`config.mk`:
```
export PLATFORM = sky130hd
export DESIGN_NAME = ex_div_unit
export DESIGN_NICKNAME = d
export VERILOG_FILES = /design/src/rtl/ex_div_unit.sv
export SDC_FILE = /design/constraint.sdc
export NUM_CORES = 1
export LEC_CHECK = 0
export CAP_MARGIN = 20
export CORE_ASPECT_RATIO = 2
export CORE_MARGIN = 8
export CORE_UTILIZATION = 57
export DETAILED_ROUTE_END_ITERATION = 7
export PLACE_DENSITY = 0.84
export REMOVE_ABC_BUFFERS = 1
export SLEW_MARGIN = 20
export SYNTH_ARGS = -nofsm -noshare
export SYNTH_HDL_FRONTEND = slang
export SYNTH_SLANG_ARGS = --single-unit
```
`constraint.sdc`:
```
create_clock -name clk -period 5.6 [get_ports clk]
set_input_delay 1.12 -clock clk [delete_from_list [all_inputs] [get_ports clk]]
set_output_delay 1.12 -clock clk [all_outputs]
set_load 0.01 [all_outputs]
```
`src/rtl/ex_div_unit.sv`:
```
// ex_div_unit: iterative radix-2 restoring divider for DIV/DIVU in EX.
// Holds the pipeline via stall_for_ex until {remainder, quotient} is ready.
module ex_div_unit (
    input  logic        clk,
    input  logic        rst,
    input  logic        div_start,
    input  logic        div_signed,
    input  logic [31:0] opdata1,
    input  logic [31:0] opdata2,
    input  logic        annul,
    output logic [63:0] result,
    output logic        ready,
    output logic        stall_for_ex
);

    typedef enum logic [1:0] {
        S_IDLE,
        S_BYZERO,
        S_ON,
        S_END
    } state_t;

    state_t      state;
    state_t      next_state;
    logic [5:0]  cnt;
    logic [64:0] work;
    logic [31:0] divisor;
    logic        neg_quot;
    logic        neg_rem;

    logic [64:0] shifted;
    logic [33:0] diff;
    logic [64:0] step;
    logic [31:0] quot_abs;
    logic [31:0] rem_abs;
    logic [31:0] quot_fix;
    logic [31:0] rem_fix;
    logic [31:0] abs1;
    logic [31:0] abs2;

    // Operand magnitudes; 0x80000000 stays 0x80000000 as an unsigned value.
    always_comb begin
        abs1 = opdata1;
        abs2 = opdata2;
        if (div_signed && opdata1[31]) abs1 = ~opdata1 + 32'd1;
        if (div_signed && opdata2[31]) abs2 = ~opdata2 + 32'd1;
    end

    // One restoring iteration: shift, trial-subtract, keep or restore.
    always_comb begin
        shifted  = work << 1;
        diff     = {1'b0, shifted[64:32]} - {2'b00, divisor};
        if (diff[33]) step = shifted;
        else          step = {diff[32:0], shifted[31:1], 1'b1};
        quot_abs = step[31:0];
        rem_abs  = step[63:32];
        quot_fix = neg_quot ? (~quot_abs + 32'd1) : quot_abs;
        rem_fix  = neg_rem  ? (~rem_abs + 32'd1)  : rem_abs;
    end

    // State register.
    always_ff @(posedge clk) begin
        if (rst) state <= S_IDLE;
        else     state <= next_state;
    end

    // Next state; annul overrides everything, a dropped start aborts.
    always_comb begin
        next_state = state;
        if (annul) begin
            next_state = S_IDLE;
        end else begin
            unique case (state)
                S_IDLE: begin
                    if (div_start) begin
                        if (opdata2 == 32'd0) next_state = S_BYZERO;
                        else                  next_state = S_ON;
                    end
                end
                S_BYZERO: begin
                    if (div_start) next_state = S_END;
                    else           next_state = S_IDLE;
                end
                S_ON: begin
                    if (!div_start)         next_state = S_IDLE;
                    else if (cnt == 6'd31)  next_state = S_END;
                end
                S_END:   next_state = S_IDLE;
                default: next_state = S_IDLE;
            endcase
        end
    end

    // Datapath: latch operands, iterate, and load the final result.
    always_ff @(posedge clk) begin
        if (rst) begin
            cnt      <= 6'd0;
            work     <= 65'd0;
            divisor  <= 32'd0;
            neg_quot <= 1'b0;
            neg_rem  <= 1'b0;
            result   <= 64'd0;
        end else begin
            if (state == S_IDLE && next_state == S_ON) begin
                cnt      <= 6'd0;
                work     <= {33'd0, abs1};
                divisor  <= abs2;
                neg_quot <= div_signed & (opdata1[31] ^ opdata2[31]);
                neg_rem  <= div_signed & opdata1[31];
            end
            if (state == S_ON && next_state != S_IDLE) begin
                work <= step;
                cnt  <= cnt + 6'd1;
            end
            if (state == S_ON && next_state == S_END)
                result <= {rem_fix, quot_fix};
            if (state == S_BYZERO && next_state == S_END)
                result <= 64'd0;
        end
    end

    // Outputs: ready marks END; stall holds EX until the result is there.
    always_comb begin
        ready        = (state == S_END);
        stall_for_ex = div_start & ~ready & ~annul & ~rst;
    end

endmodule

```
### Word-level counts from Yosys, hierarchy flattened

Index checks and enable logic that the tools add are counted.

| cells by class | value |
|---|---|
| reduce and logical (&&, ||, !) cells | 11 |
| bitwise operators | 13 |
| muxes and demuxes | 16 |
| $add $sub $neg | 6 |
| equal/unequal tests | 6 |

Operators by type and width:

| kind | count |
|---|---|
| two-way mux 64 bit | 3 |
| adder 32 x 1 -> 32 bit, second input constant | 4 |
| two-way mux 32 bit | 4 |
| inverter 32 bit | 4 |
| subtractor 33 x 32 -> 34 bit | 1 |
| logical NOT 32 bit | 1 |
| two-way mux 2 bit | 6 |
| two-way mux 6 bit | 2 |
| equality test 2 bit, second input constant | 4 |
| one-hot mux 2 bit (4 select lines) | 1 |
| adder 6 x 1 -> 6 bit, second input constant | 1 |
| equality test 6 x 5 -> 1 bit, second input constant | 1 |
| logical AND 1 bit | 6 |
| AND 1 bit | 5 |
| nonzero test 2 bit | 2 |
| inverter 1 bit | 3 |
| equality test 2 x 1 -> 1 bit, second input constant | 1 |
| logical NOT 2 bit | 1 |
| OR reduction 2 bit | 1 |
| XOR 1 bit | 1 |

| word-level totals | value |
|---|---|
| output and inout port bits | 66 |
| input bits | 69 |
| register bits after elaboration | 170 |
| word-level logic and storage cells | 59 |

### Longest topological paths before layout

| logic depth | value |
|---|---|
| depth after elaboration | 9 |
| mapped depth | 22 |

### Worst setup path before layout

No wires, ideal clock.

| timing | value |
|---|---|
| kind | register -> register |
| start | reg divisor[26] |
| end | reg result[58] |
| library setup time | 0.062 ns |
| cell stages (with the launch flop) | 20 |
| clock period less this slack | 4.239 ns |
| setup slack | 1.361 ns |
| data required time | 5.538 ns |
| path buffers | 5 |
| arrival time | 4.177 ns |
| cells stage by stage | dfxtp_1 > inv_1 > ha_1 > buf_2 > a21oi_1 > o21ai_1 > a211oi_1 > o31ai_2 > or2_1 > buf_2 > buf_2 > buf_2 > buf_1 > mux2i_1 > ha_1 > nand2_1 > or3_4 > o31a_1 > or3_1 > nand3_1 |

| on the way | value |
|---|---|
| word-level cells in the longest chain between the ends | 5 |

Ends and longest elaborated chain:

| what | RTL line | text |
|---|---|---|
| start: declaration | 27 | `logic [31:0] divisor;` |
| start signal: assignment | 107 | `divisor <= abs2;` |
| subtractor 33 x 32 -> 34 bit * | 52 | `diff = {1'b0, shifted[64:32]} - {2'b00, divisor};` |
| two-way mux 64 bit * | 53 | `if (diff[33]) step = shifted;` |
| inverter 32 bit | 58 | `rem_fix = neg_rem ? (~rem_abs + 32'd1) : rem_abs;` |
| adder 32 x 1 -> 32 bit | 58 |  |
| two-way mux 32 bit * | 58 |  |
| end signal: assignment | 116 | `result <= {rem_fix, quot_fix};` |
| end: declaration | 11 | `output logic [63:0] result,` |

Every way passes the cells marked *; elsewhere a longest branch is shown, timed or not.
A chain may end at the register's enable or synchronous reset.

### Final worst setup path

| timing | value |
|---|---|
| start | reg work[31] |
| end | reg result[58] |

| on the way | value |
|---|---|
| word-level cells in the longest chain between the ends | 5 |

Ends and longest elaborated chain:

| what | RTL line | text |
|---|---|---|
| start: declaration | 26 | `logic [64:0] work;` |
| start signal: assignment | 106 | `work <= {33'd0, abs1};` |
| start signal: assignment | 112 | `work <= step;` |
| subtractor 33 x 32 -> 34 bit | 52 |  |
| two-way mux 64 bit * | 53 |  |
| inverter 32 bit | 58 |  |
| adder 32 x 1 -> 32 bit | 58 |  |
| two-way mux 32 bit * | 58 |  |

Marks and branches as above.

==> results_dict.tcl <==
set metrics [dict create \
    status "finished, final reports clean" \
    fill_cells 1721 \
    cts_made_buffers 17 \
    synthesis.area_um2 11500 \
    cts_root_buf "clkbuf_16" \
    p_seq_share_pct 40.3 \
    critPathMaxStageDelay_ns 0.53 \
    critPathLaunchType "flip-flop" \
    drive_gt1_share_pct 5.46 \
    synth-seq-area-share_pct 29.6 \
    dominantRegCellSynth "dfxtp_1" \
    rows 73 \
    grt_pass1_vias 11500 \
    fin_crit_sh_pct 84.9 \
    power_switching_uw 922 \
    area_delta_synth_final_pct 18.2 \
    die_area_um2 25300 \
    clock_sinks 170 \
    vias 11800 \
    arrival_ns 5.14 \
    core_um2 19800 \
    grt_max_degree 73 \
    place_area_um2 13000 \
    peakVddDrop_v 0.000212 \
    antenna_found_initial 0 \
    n_antenna_cell 0 \
    gp_congestion 0.964 \
    comb_power_share_pct 20.2 \
    fmax_mhz 210 \
    avgRoutedWirePerCell_um 18.5 \
    hold_viol 0 \
    drv_cap 0 \
    crit_type "reg2reg" \
    tightest_slew_ns 1.07 \
    path_buf_inv 2 \
    finish.instance_area_um2 13600 \
    end_kind "flip-flop" \
    antenna_left 0 \
    slowest_stage "dfxtp_1" \
    cp_cell_sequence "inv_1, ha_1, nor2b_1, o2111a_1, o211ai_2, a31oi_2, or2_2, buf_4, nand3_2, o31a_1, or3_4, o31a_1, or3_1, nand3_1" \
    ys.warnings.count 0 \
    period_needed_ns 4.75 \
    hpwl_mm 26.6 \
    crit_fanout 46 \
    crit_family "compound AO/OA/AOI/OAI gates" \
    syn_area_per_cell_um2 7.47 \
    htree_levels 4 \
    post-route-drc-count 0 \
    port_buffers 134 \
    post_cts_resized 0 \
    fin_worst_skew_ns 0.0102 \
    slew_violations 0 \
    fp.dieW_um 116 \
    die_h_um 217 \
    synth_edf_count 0 \
    p_total_uw 3150 \
    slew_headroom_pct 28.8 \
    hp-class "reg2reg" \
    rsz0062_at_grt "false" \
    synth_area_leader_cell "dfxtp_1" \
    swShare_pct 29.3 \
    synth.area.top_cells "dfxtp_1, nor2_1, xor2_1, nand2_1, a21oi_1" \
    postSynthCellCount 1541 \
    cts_tree "yes" \
    cts_hold_buffers 0 \
    pwr-share-clk_pct 39.5 \
    cts_setup_buffers 0 \
    crit_required_ns 5.99 \
    yosys.area.top_type_share_pct 29.6 \
    yosysMostFrequentCell "nor2_1" \
    io_pins 135 \
    setup_viol 0 \
    path_clk_slew_ns 0.07 \
    cp_common_cell "o31a_1" \
    cts.path.max_buffers 2 \
    reg2reg_slack_ns 0.85 \
    totalWireLength_mm 35.0 \
    p_int_uw 2230 \
    p_leak_uw 0.00503 \
    avgViaCountPerCell 6.23 \
    async_flop_share_pct 0 \
    powerDensity_nw_per_um2 231 \
    synth_common_cells "nor2_1, dfxtp_1, nand2_1" \
    grt-ovfl-total 0 \
    firstDrtPassIters 5 \
    synth_cell_type_count 85 \
    clk_latency_ns 0.44 \
    nets 1726 \
    drtIter0Drc 710 \
    groute.usage.overall_pct 27.9 \
    start_util_pct 58.1 \
    synth-seq-cells 170 \
    grt_pass1_wl_mm 55.7 \
]
power groups by stage:
stage	Combinational (uW)	Sequential, uW	Clock, uW
after floorplan	412	1290	0
after global placement	615	1300	0
after detailed placement	625	1300	0
after CTS	629	1270	1260
after global routing	693	1270	1300
final	636	1270	1240
final timing paths:
path | startpoint | endpoint | cells after the start
hold reg to reg | result[47]$_SDFFE_PP0P_ | result[47]$_SDFFE_PP0P_ | 2
setup / recovery | work[31]$_SDFFE_PP0P_ | result[58]$_SDFFE_PP0P_ | 14
setup reg to reg | work[31]$_SDFFE_PP0P_ | result[58]$_SDFFE_PP0P_ | 14
hold / removal | result[47]$_SDFFE_PP0P_ | result[47]$_SDFFE_PP0P_ | 2
sequential cells by signal (all words and copies together) (netlist names):
name,cells
cnt,6
result,64
work,64
neg_quot,1
neg_rem,1
divisor,32
state,2
worst min-delay path, stage by stage (launching register included):
cell     delay [ns]
dfxtp_1        0.30
nand2_1        0.05
a21oi_1        0.05
metrics by stage:
stage / util [%] / instances / setup slack [ns] / hold slack [ns] / setup TNS [ns]
floorplan: - / 1442 / -3.04 / 0.426 / -143.81
global placement: 65.5 / 1861 / 1.02 / 0.437 / 0
detailed placement: 65.6 / 1862 / 0.865 / 0.442 / 0
CTS: 68.7 / 1893 / 0.935 / 0.450 / 0
global route: 68.7 / 1893 / 0.500 / 0.469 / 0
finish: 68.7 / 1893 / 0.847 / 0.447 / 0
cells by family (layout without fill, tap and decap cells):
| group | after synthesis | after routing | synth area share, % |
|---|---|---|---|
| compound gates | 418 | 418 | 24.7 |
| xor+xnor | 131 | 131 | 9.97 |
| mux | 27 | 27 | 2.38 |
| flops | 170 | 170 | 29.6 |
| fa+ha+maj | 38 | 38 | 4.20 |
| buf+inv | 155 | 245 | 5.37 |
| simple gates | 602 | 602 | 23.8 |
per-layer routing:
metal	share of wire, %	global-route usage [%]	up-vias	wire, um
met1	34	27.1	5543	12000
met2	54	51.4	461	18800
li1	-	-	5653	-
met3	5.7	4.44	130	1980
met4	6.1	19.4	0	2150
met5	0	0	-	0
placed cells by master, fill, tap and decap left out, types with 8 or more instances in the layout:
| cell type | n |
|---|---|
| dfxtp_1 | 170 |
| xor2_1 | 78 |
| buf_4 | 22 |
| o31ai_1 | 30 |
| mux2i_1 | 24 |
| a21oi_1 | 109 |
| ha_1 | 37 |
| inv_1 | 55 |
| nor2_1 | 244 |
| nand3_1 | 43 |
| and2_1 | 11 |
| xnor2_1 | 53 |
| clkdlybuf4s50_1 | 133 |
| nor2b_1 | 10 |
| nand4_1 | 13 |
| o211ai_1 | 8 |
| nand2b_1 | 18 |
| nor4_1 | 16 |
| o21ai_0 | 56 |
| a211oi_1 | 63 |
| clkbuf_16 | 17 |
| o21a_1 | 8 |
| a221oi_1 | 27 |
| nor3_1 | 35 |
| nand2_1 | 153 |
| a31oi_1 | 41 |
| or3_1 | 16 |
cell type report:
class | count | area, um^2 | area share, %
Clock buffer | 22 | 474 | 3.48
Tap cell | 262 | 328 | 2.41
Inverter | 56 | 210 | 1.54
Timing Repair Buffer | 158 | 1550 | 11.4
Sequential cell | 170 | 3400 | 25.0
Multi-Input combinational cell | 1216 | 7510 | 55.2
Clock inverter | 9 | 138 | 1.01
No activity file was read; power rests on OpenSTA's default activity.
